--- src/rtl/vga_pattern_gen_if.sv ---
// AXI4-Stream video pixel channel carried between the pattern generator and its sink.
//   pix_tvalid : beat valid (source)
//   pix_tready : sink ready (sink)
//   pix_tdata  : RGB pixel, [2]=R, [1]=G, [0]=B (source)
//   pix_tlast  : last pixel of a line (source)
//   pix_tuser  : start of frame, pixel (0,0) (source)
interface vga_pattern_gen_if;
   logic            pix_tvalid;
   logic            pix_tready;
   logic [2:0][7:0] pix_tdata;
   logic            pix_tlast;
   logic            pix_tuser;

   modport master (
      output pix_tvalid,
      output pix_tdata,
      output pix_tlast,
      output pix_tuser,
      input  pix_tready
   );

   modport slave (
      input  pix_tvalid,
      input  pix_tdata,
      input  pix_tlast,
      input  pix_tuser,
      output pix_tready
   );
endinterface

--- src/rtl/vga_pattern_gen.sv ---
// Test-pattern video source streaming frames over AXI4-Stream.
//   aclk, aresetn : clock, asynchronous active-low reset
//   enable        : run request, sampled in IDLE and at frame end
//   pattern_sel   : 0 colour bars, 1 horizontal ramp, 2 checkerboard, 3 solid
//   h_res, v_res  : active pixels per line / lines per frame
//   solid_color   : RGB used by the solid pattern
//   pix           : AXI4-Stream pixel channel (master side)
//   frame_cnt     : completed frames, wrapping
// The output registers always hold the pixel at (x, y); on each accepted beat
// they are reloaded with the following pixel, giving one pixel per clock.
module vga_pattern_gen #(
   parameter int unsigned DEFAULT_PATTERN = 0
) (
   input  logic                 aclk,
   input  logic                 aresetn,
   input  logic                 enable,
   input  logic [1:0]           pattern_sel,
   input  logic [15:0]          h_res,
   input  logic [15:0]          v_res,
   input  logic [2:0][7:0]      solid_color,
   vga_pattern_gen_if.master    pix,
   output logic [15:0]          frame_cnt
);

   localparam int unsigned CW = 16;
   localparam int unsigned PW = 2;
   localparam int unsigned BW = 3;

   typedef enum logic {IDLE, ACTIVE} state_t;

   state_t           state, state_nxt;

   logic [CW-1:0]    h_lat, v_lat;
   logic [PW-1:0]    pat_lat;
   logic [2:0][7:0]  solid_lat;
   logic [CW-1:0]    x, y, bar_cnt;
   logic [BW-1:0]    bar_idx;

   logic             xfer, cfg_ok, x_last, y_last;
   logic             start, advance, frame_inc, tvalid_nxt;

   logic [PW-1:0]    pat_eff;
   logic [CW-1:0]    h_eff, bw;
   logic [2:0][7:0]  solid_eff;
   logic [CW-1:0]    x_nxt, y_nxt, cnt_nxt;
   logic [BW-1:0]    idx_nxt;
   logic [2:0][7:0]  color_nxt;
   logic             tlast_nxt, tuser_nxt;

   // Out-of-range selections fall back to the default pattern.
   function automatic logic [PW-1:0] sel_map(input logic [PW-1:0] sel);
      logic [PW-1:0] r;
      case (sel)
         2'd0, 2'd1, 2'd2, 2'd3: r = sel;
         default:                r = PW'(DEFAULT_PATTERN);
      endcase
      return r;
   endfunction

   // Colour-bar palette, white through black.
   function automatic logic [23:0] bar_rgb(input logic [BW-1:0] idx);
      logic [23:0] r;
      case (idx)
         3'd0:    r = 24'hFFFFFF;
         3'd1:    r = 24'hFFFF00;
         3'd2:    r = 24'h00FFFF;
         3'd3:    r = 24'h00FF00;
         3'd4:    r = 24'hFF00FF;
         3'd5:    r = 24'hFF0000;
         3'd6:    r = 24'h0000FF;
         default: r = 24'h000000;
      endcase
      return r;
   endfunction

   assign xfer   = pix.pix_tvalid & pix.pix_tready;
   assign cfg_ok = enable && (h_res != '0) && (v_res != '0);
   assign x_last = (x == h_lat - CW'(1));
   assign y_last = (y == v_lat - CW'(1));

   // State register
   always_ff @(posedge aclk or negedge aresetn) begin
      if (!aresetn) state <= IDLE;
      else          state <= state_nxt;
   end

   // Next state and beat control
   always_comb begin
      state_nxt  = state;
      start      = 1'b0;
      advance    = 1'b0;
      frame_inc  = 1'b0;
      tvalid_nxt = pix.pix_tvalid;
      case (state)
         IDLE: begin
            tvalid_nxt = 1'b0;
            if (cfg_ok) begin
               state_nxt  = ACTIVE;
               start      = 1'b1;
               tvalid_nxt = 1'b1;
            end
         end
         ACTIVE: begin
            if (xfer) begin
               if (x_last && y_last) begin
                  frame_inc = 1'b1;
                  if (cfg_ok) begin
                     start = 1'b1;
                  end else begin
                     state_nxt  = IDLE;
                     tvalid_nxt = 1'b0;
                  end
               end else begin
                  advance = 1'b1;
               end
            end
         end
         default: begin
            state_nxt  = IDLE;
            tvalid_nxt = 1'b0;
         end
      endcase
   end

   // Next pixel coordinates and colour; a frame start uses the live config.
   always_comb begin
      pat_eff   = start ? sel_map(pattern_sel) : pat_lat;
      h_eff     = start ? h_res : h_lat;
      solid_eff = start ? solid_color : solid_lat;
      bw        = h_eff >> 3;
      x_nxt     = x;
      y_nxt     = y;
      idx_nxt   = bar_idx;
      cnt_nxt   = bar_cnt;
      if (start) begin
         x_nxt   = '0;
         y_nxt   = '0;
         idx_nxt = '0;
         cnt_nxt = '0;
      end else if (advance) begin
         if (x_last) begin
            x_nxt   = '0;
            y_nxt   = y + CW'(1);
            idx_nxt = '0;
            cnt_nxt = '0;
         end else begin
            x_nxt = x + CW'(1);
            // Bar index saturates at 7 so remainder pixels stay in the last bar.
            if ((bw != '0) && (bar_idx != 3'd7)) begin
               if (bar_cnt == bw - CW'(1)) begin
                  idx_nxt = bar_idx + BW'(1);
                  cnt_nxt = '0;
               end else begin
                  cnt_nxt = bar_cnt + CW'(1);
               end
            end
         end
      end

      case (pat_eff)
         2'd0:    color_nxt = bar_rgb(idx_nxt);
         2'd1:    color_nxt = {x_nxt[7:0], x_nxt[7:0], x_nxt[7:0]};
         2'd2:    color_nxt = (x_nxt[5] ^ y_nxt[5]) ? 24'hFFFFFF : 24'h000000;
         default: color_nxt = solid_eff;
      endcase

      tlast_nxt = (x_nxt == h_eff - CW'(1));
      tuser_nxt = (x_nxt == '0) && (y_nxt == '0);
   end

   // Datapath and output registers
   always_ff @(posedge aclk or negedge aresetn) begin
      if (!aresetn) begin
         pix.pix_tvalid <= 1'b0;
         pix.pix_tdata  <= '0;
         pix.pix_tlast  <= 1'b0;
         pix.pix_tuser  <= 1'b0;
         frame_cnt      <= '0;
         x              <= '0;
         y              <= '0;
         bar_idx        <= '0;
         bar_cnt        <= '0;
         h_lat          <= '0;
         v_lat          <= '0;
         pat_lat        <= '0;
         solid_lat      <= '0;
      end else begin
         pix.pix_tvalid <= tvalid_nxt;
         if (start || advance) begin
            x             <= x_nxt;
            y             <= y_nxt;
            bar_idx       <= idx_nxt;
            bar_cnt       <= cnt_nxt;
            pix.pix_tdata <= color_nxt;
            pix.pix_tlast <= tlast_nxt;
            pix.pix_tuser <= tuser_nxt;
         end
         if (start) begin
            h_lat     <= h_res;
            v_lat     <= v_res;
            pat_lat   <= sel_map(pattern_sel);
            solid_lat <= solid_color;
         end
         if (frame_inc) frame_cnt <= frame_cnt + CW'(1);
      end
   end

endmodule

--- src/flat_wrapper.sv ---
// flat-port wrapper written by rule: the top's interface ports become plain ports
module vga_pattern_gen_flat 
#(
   parameter int unsigned DEFAULT_PATTERN = 0
)
  (aclk, aresetn, enable, pattern_sel, h_res, v_res, solid_color, frame_cnt, pix_pix_tvalid, pix_pix_tdata, pix_pix_tlast, pix_pix_tuser, pix_pix_tready);
  vga_pattern_gen_if pix_i ();
  input  logic aclk;
  input  logic aresetn;
  input  logic enable;
  input  logic [1:0] pattern_sel;
  input  logic [15:0] h_res;
  input  logic [15:0] v_res;
  input  logic [2:0][7:0] solid_color;
  output logic [15:0] frame_cnt;
  output wire logic [$bits(pix_i.pix_tvalid)-1:0] pix_pix_tvalid;
  output wire logic [$bits(pix_i.pix_tdata)-1:0] pix_pix_tdata;
  output wire logic [$bits(pix_i.pix_tlast)-1:0] pix_pix_tlast;
  output wire logic [$bits(pix_i.pix_tuser)-1:0] pix_pix_tuser;
  input wire logic [$bits(pix_i.pix_tready)-1:0] pix_pix_tready;
  assign pix_pix_tvalid = pix_i.pix_tvalid;
  assign pix_pix_tdata = pix_i.pix_tdata;
  assign pix_pix_tlast = pix_i.pix_tlast;
  assign pix_pix_tuser = pix_i.pix_tuser;
  assign pix_i.pix_tready = pix_pix_tready;
  vga_pattern_gen #(.DEFAULT_PATTERN(DEFAULT_PATTERN)) u_core (.aclk(aclk), .aresetn(aresetn), .enable(enable), .pattern_sel(pattern_sel), .h_res(h_res), .v_res(v_res), .solid_color(solid_color), .pix(pix_i), .frame_cnt(frame_cnt));
endmodule
--- config.mk ---
export PLATFORM = sky130hd
export DESIGN_NAME = vga_pattern_gen_flat
export DESIGN_NICKNAME = d
export VERILOG_FILES = /design/src/rtl/vga_pattern_gen_if.sv /design/src/rtl/vga_pattern_gen.sv /design/src/flat_wrapper.sv
export SDC_FILE = /design/constraint.sdc
export NUM_CORES = 1
export LEC_CHECK = 0
export ABC_CLOCK_PERIOD_IN_PS = 19300
export BUFFER_PORTS_ARGS = -buffer_cell sky130_fd_sc_hd__buf_2
export CAP_MARGIN = 30
export CORE_MARGIN = 8
export CORE_UTILIZATION = 57
export DETAILED_ROUTE_END_ITERATION = 7
export PLACE_DENSITY_LB_ADDON = 0.1
export SETUP_SLACK_MARGIN = 0.05
export SLEW_MARGIN = 20
export SYNTH_ARGS = -nofsm -noshare
export SYNTH_HDL_FRONTEND = slang
export SYNTH_SLANG_ARGS = --single-unit
--- constraint.sdc ---
create_clock -name aclk -period 19.3 [get_ports aclk]
set_clock_uncertainty 0.15 [all_clocks]
set_input_delay 2.895 -clock aclk [delete_from_list [all_inputs] [get_ports aclk]]
set_output_delay 2.895 -clock aclk [all_outputs]
set_load 0.005 [all_outputs]
==> metrics.txt, run 1 <==
CP Max Fanout 21; routed length per instance 19.2 um; post-DP HPWL 20200 um; Rows 48; critical-path cell list buf_2 -> nor4_1 -> nand2_1 -> nor2_1 -> a41o_1 -> or2_2 -> o41ai_4 -> buf_4 -> nand2_1 -> nand2_1 -> inv_1 -> ha_1 -> inv_1 -> nor2_1 -> mux2i_1 -> mux2i_1 -> or2_2 -> o2111ai_1 -> a2111o_1 -> o21bai_2 -> nor2_1 -> mux2_2; fin crit share 0.404; DRC viols 0; Setup TNS Final 0 ns; Pwr Density 89.2 nW/um2; Final setup viols 0; required time of the critical path 19.48 ns; global route overflow 0; Finished Cell Area 11100 um2; Post-CTS Resized 0; CTS tree yes; Vias/cell 6.05; WP data arrival 7.98 ns; Starting Density 0.578; Synth warnings 0; die area 21800 um2; Synth Instances 1143; Slowest cell on crit path nor4_1; ys async rst share 1.00; Critical Setup Path Class input port to register; H-tree depth 4; Worst Setup Start Kind input port; VDD IR max 72.4 uV; Port Buf Inserts 104; EDFF count, synth 0; Final Wtd Congestion 0.955; clock sinks 153; Die W 148 um; IO Count 105; MaxCap Viol Count 0; initial antenna violation count 1; WP depth 22; Netlist cell types 82; Buf/Inv on CP 4; Post-Syn Nets 1215; post-layout net count 1284; final slew viol count 0; vias after detailed routing 8778; Reg2Reg Depth 21; first-pass GRT wire length 45000 um; clock buffer depth 2; leakage 5.05 nW; Pwr Total 0.987 mW; CTS buffer count 17; fmax 0.128 GHz; worst slew pin tran 0.838 ns; Setup Fix Bufs, Post-CTS 0; Final ANT Viol Nets 0; layout cells sized above 1 0.148; Tot GR Track Use 0.258; area of the core 17100 um2; syn_area_per_cell 8.66 um2; die height 148 um; FF+latch count, synth 153; Finished Layout Cells 1451; 1st-iter DRT viols 621; largest net degree at the start of global routing 91; crit end category register; clk slew on worst S/H paths 0.07 ns; unrepaired setup endpoints after global routing no; sequential area share after synthesis 0.387; Root Buffer clkbuf_16; vias in the first global route 8607; Hold Path Depth 2; fin crit period 7.81 ns; Synth Flop Type dfrtp_1; clk_lat worst skew 0.44 ns; hold slack 0.309 ns; cell family with most CP delay simple AND/OR/NAND/NOR gates; Final Hold Vio Count 0; placed cell area 10500 um2; first drt pass iteration count 5; CTS Hold Buffers Added 0; Mapped Area 9890 um2; HP Class register to register; Worst path max stage delay 0.62 ns; area grow syn2layout 11.9%; Cells after DPL 1417; wirelength, routed 27900 um; max_slew headroom 0.441; status finished, final reports clean
==> layout make-up <==
class,instances,area (um2)
clock buffer,18,439
antenna,1,2.50
clock inverter,14,150
sequential,153,3830
timing repair buffer,112,584
inverter,39,146
tap,225,282
multi-input combinational,889,5640
fill,1496,6050
==> worst register-to-register path, stage by stage (launching register included) <==
cell and delay (ns):
dfrtp_1 0.42, inv_1 0.10, ha_1 0.33, or4b_1 0.62, xnor2_1 0.23, and4b_1 0.25, o221ai_1 0.21, or3_1 0.57
o41ai_4 0.40, buf_4 0.33, mux2i_1 0.37, ha_1 0.34, inv_1 0.13, nor2_1 0.15, mux2i_1 0.09, mux2i_1 0.17
or2_2 0.15, o2111ai_1 0.17, a2111o_1 0.44, o21bai_2 0.50, nor2_1 0.34, mux2_2 0.35
==> cell usage in the layout (no fill, tap or decap), drive strengths merged, types with 30 or more instances in the layout <==
| cell type | n |
|---|---|
| nand2 | 187 |
| dfrtp | 153 |
| buf | 112 |
| nor2 | 80 |
| xnor2 | 67 |
| o21ai | 62 |
| inv | 47 |
| xor2 | 41 |
| a21oi | 39 |
| nor3 | 33 |
| nand3 | 30 |
| mux2i | 30 |
==> registers in the layout, indices dropped and copies added, names as in the netlist, 2 cells and up <==
register	cells
u_core.solid_lat	24
u_core.x	16
u_core.v_lat	16
u_core.bar_idx	3
u_core.pat_lat	2
u_core.pix.pix_tdata	24
u_core.h_lat	16
u_core.bar_cnt	16
u_core.y	16
u_core.frame_cnt	16
==> metal layers <==
layer	up-vias	share of wire	global-route usage	routed length [um]
li1	4202	-	-	-
met1	4221	0.43	0.330	12000
met2	298	0.48	0.425	13500
met3	57	0.058	0.0480	1610
met4	0	0.028	0.0999	788
met5	-	0	0	0
==> Yosys cell counts (4+ instances only) <==
master	number	area share
nor3_1	32	0.016
nand3_1	30	0.015
or3_1	25	0.016
and2_1	7	0.0044
and3b_1	4	0.0035
a22o_1	13	0.012
nand4_1	16	0.010
nor2b_1	18	0.011
nand3b_1	4	0.0030
o21ai_0	60	0.030
or2_2	7	0.0044
buf_2	8	0.0040
dfrtp_1	153	0.39
nand2b_1	18	0.011
inv_1	39	0.015
nor4_1	28	0.018
xnor2_1	67	0.059
and3_1	19	0.012
o221ai_1	7	0.0062
clkbuf_1	43	0.016
o211a_1	5	0.0051
xor2_1	41	0.036
nor4b_1	4	0.0035
mux2i_1	30	0.030
or4_1	9	0.0068
a211oi_1	6	0.0046
o211ai_1	24	0.018
or4b_1	4	0.0040
o22ai_1	8	0.0051
buf_6	4	0.0046
a21oi_1	37	0.019
nor2_1	80	0.030
nand2_1	187	0.071
o2111ai_1	4	0.0035
buf_1	5	0.0019
o31ai_1	9	0.0068
ha_1	10	0.013
mux2_2	8	0.0091
xnor3_1	4	0.0091
==> worst paths after layout <==
| check | start | to | slack (ns) |
|---|---|---|---|
| worst max-delay path | h_res[5] | u_core.bar_cnt[0] | 11.50 |
| worst min-delay path | u_core.solid_lat[8] | u_core.solid_lat[8] | 0.31 |
| worst max register to register | u_core.h_lat[0] | u_core.bar_cnt[0] | 12.38 |
| worst min register to register | u_core.solid_lat[8] | u_core.solid_lat[8] | 0.31 |
| max in group asynchronous | aresetn | u_core.h_lat[11] | 15.25 |
| min in group asynchronous | aresetn | u_core.bar_cnt[14] | 2.38 |
==> power by group <==
| group | total, mW | leakage, nW | internal, mW | switching [mW] |
|---|---|---|---|---|
| clock network | 0.339 | 0.282 | 0.186 | 0.152 |
| registers | 0.408 | 1.97 | 0.361 | 0.0470 |
| logic | 0.241 | 2.80 | 0.103 | 0.138 |
| total | 0.987 | 5.05 | 0.650 | 0.337 |
==> through the flow <==
| stage | utilization | worst slack (ns) |
|---|---|---|
| CTS | 0.646 | 11.62 |
| global placement | 0.612 | 11.26 |
| finish | 0.647 | 11.50 |
| floorplan | - | 11.79 |
| global route | 0.647 | 11.10 |
| detailed placement | 0.612 | 11.17 |
==> kinds of logic (layout without fill, tap and decap cells) <==
group	Yosys count	after routing	share of synthesized area
other	0	1	0
XOR/XNOR	112	112	0.105
AND/OR/NAND/NOR	504	504	0.253
flip-flops	153	153	0.387
multiplexers	38	38	0.0395
AO/OA/AOI/OAI	225	225	0.159
buffers and inverters	101	183	0.0439
adder cells (fa/ha/maj)	10	10	0.0126
Note: power is estimated with default switching activity, not from simulation.
==> inputs of run 2 (changes only) <==
- ABC_CLOCK_PERIOD_IN_PS: 19300 -> 7700
- clock period: 19.3 -> 7.7 ns (I/O delays scaled with it)
==> run 2 against run 1 <==
Effect of this change:
- via count grew 1.2%
- non-clock buffer count is the same
- cell count is essentially flat
- die area unchanged
- critical path type is now register to register
- highest routed layer unchanged
- largest cell class unchanged
- register-to-register slack lost 11 ns
==> metrics.txt, run 2 (synthesis results as in run 1) <==
Vias/cell 6.12 (+1.2%); initial antenna violation count 0 (-1); max_slew headroom 0.369 (-0.0726); Pwr Density 225 nW/um2 (+150%); Final Wtd Congestion 0.950 (-0.54%); clk_lat worst skew 0.43 ns (about the same); clock buffer depth 2 (unchanged); vias in the first global route 8579 (-0.33%); final setup margin 1.04 ns (-10.45 ns); fin crit share 0.864; Place WS 1.09 ns (-10.07 ns); Finished Cell Area 11100 um2 (+0.19%); ant diodes 0 (-1); post-DP HPWL 20200 um (-0.28%); hold slack 0.314 ns (+0.00536 ns); Final Util 0.648 (+0.00124); Worst Setup Start Kind register; IO Count 105 (unchanged); die area 21800 um2 (unchanged); fin crit period 6.66 ns; Rows 48 (unchanged); most frequent cells in the layout 187 x nand2_1, 153 x dfrtp_1, 103 x buf_2; Final Hold Vio Count 0 (unchanged); MaxCap Viol Count 0 (unchanged); Post-CTS Resized 0 (unchanged); 1st-iter DRT viols 515 (-17%); Setup Fix Bufs, Post-CTS 0 (unchanged); DRC viols 0 (unchanged); Setup TNS Final 0 ns (unchanged); Port Buf Inserts 104 (unchanged); wirelength, routed 27700 um (-0.52%); leakage 5.06 nW (+0.21%); fmax 0.150 GHz; largest net degree at the start of global routing 88 (-3.3%); crit end category register; required time of the critical path 7.83 ns (-11.65 ns); area grow syn2layout 12.1%; routed length per instance 19.1 um (-0.46%); final slew viol count 0 (unchanged); CP Max Fanout 43 (+100%); Final setup viols 0 (unchanged); Pwr Total 2.50 mW (+150%); Root Buffer clkbuf_16; Finished Layout Cells 1450 (-0.069%); die height 148 um (unchanged); WP data arrival 6.78 ns (-1.20 ns); area of the core 17100 um2 (unchanged); placed cell area 10500 um2 (about the same); status finished, final reports clean; unrepaired setup endpoints after global routing no; Critical Setup Path Class register to register; commonest non-fill, non-tap cell in the layout nand2_1; worst slew pin tran 0.942 ns (+0.103 ns); post-layout net count 1284 (unchanged); Final ANT Viol Nets 0 (unchanged); first-pass GRT wire length 45400 um (+0.87%); layout cells sized above 1 0.148 (unchanged); Die W 148 um (unchanged); Tot GR Track Use 0.258 (+0.000671); Largest regs u_core.pix.pix_tdata: 24 flops, u_core.solid_lat: 24 flops; CTS tree yes; HP Class register to register; H-tree depth 4 (unchanged); clock sinks 153 (unchanged); VDD IR max 167 uV (+130%); CTS buffer count 17 (unchanged); clk slew on worst S/H paths 0.07 ns (about the same); global route overflow 0 (unchanged); CTS Hold Buffers Added 0 (unchanged); first drt pass iteration count 5 (unchanged); vias after detailed routing 8880 (+1.2%); Cells after DPL 1418 (+0.071%); Starting Density 0.578 (unchanged)
==> run 2: worst max-delay path, cell delays in order, from the launching register on <==
cell and delay (ns):
dfrtp_1 0.42, inv_1 0.09, ha_1 0.31, or4b_1 0.63, o41ai_2 0.32, o211a_1 0.20, o211ai_1 0.13, or3_1 0.54
o41ai_4 0.51, buf_4 0.55, mux2i_1 0.42, xnor2_1 0.14, or4_4 0.55, a2111oi_0 0.44, or4b_1 0.52, a21oi_2 0.43
o21ai_0 0.15
==> run 2: area by class of cell <==
class / instances / area (um2)
sequential: 153 / 3830
inverter: 39 / 146
tap: 225 / 282
clock inverter: 15 / 185
fill: 1511 / 6030
clock buffer: 17 / 425
multi-input combinational: 889 / 5640
timing repair buffer: 112 / 587
==> run 2: power by group <==
part / internal, mW / total (mW) / switching, mW
sequential: 0.905 / 1.02 / 0.113
combinational: 0.259 / 0.606 / 0.346
clock: 0.491 / 0.874 / 0.383
==> run 2: path summary, 6_finish.rpt <==
path	endpoint	cells past startpoint	slack (ns)	from
max	u_core.pix.pix_tdata[8]	16	1.04	u_core.h_lat[0]
min in group asynchronous	u_core.bar_cnt[14]	1	0.60	aresetn
min	u_core.solid_lat[16]	2	0.31	u_core.solid_lat[16]
min reg2reg	u_core.solid_lat[16]	2	0.31	u_core.solid_lat[16]
max reg2reg	u_core.pix.pix_tdata[8]	16	1.04	u_core.h_lat[0]
max in group asynchronous	u_core.v_lat[7]	2	5.40	aresetn
==> run 2: per-layer routing <==
layer | vias up | global-route usage | wire [um] | part of all wire
met2 | 296 | 0.415 | 13400 | 0.48
met5 | - | 0 | 0 | 0
met4 | 0 | 0.105 | 792 | 0.029
li1 | 4220 | - | - | -
met3 | 56 | 0.0425 | 1360 | 0.049
met1 | 4308 | 0.342 | 12200 | 0.44
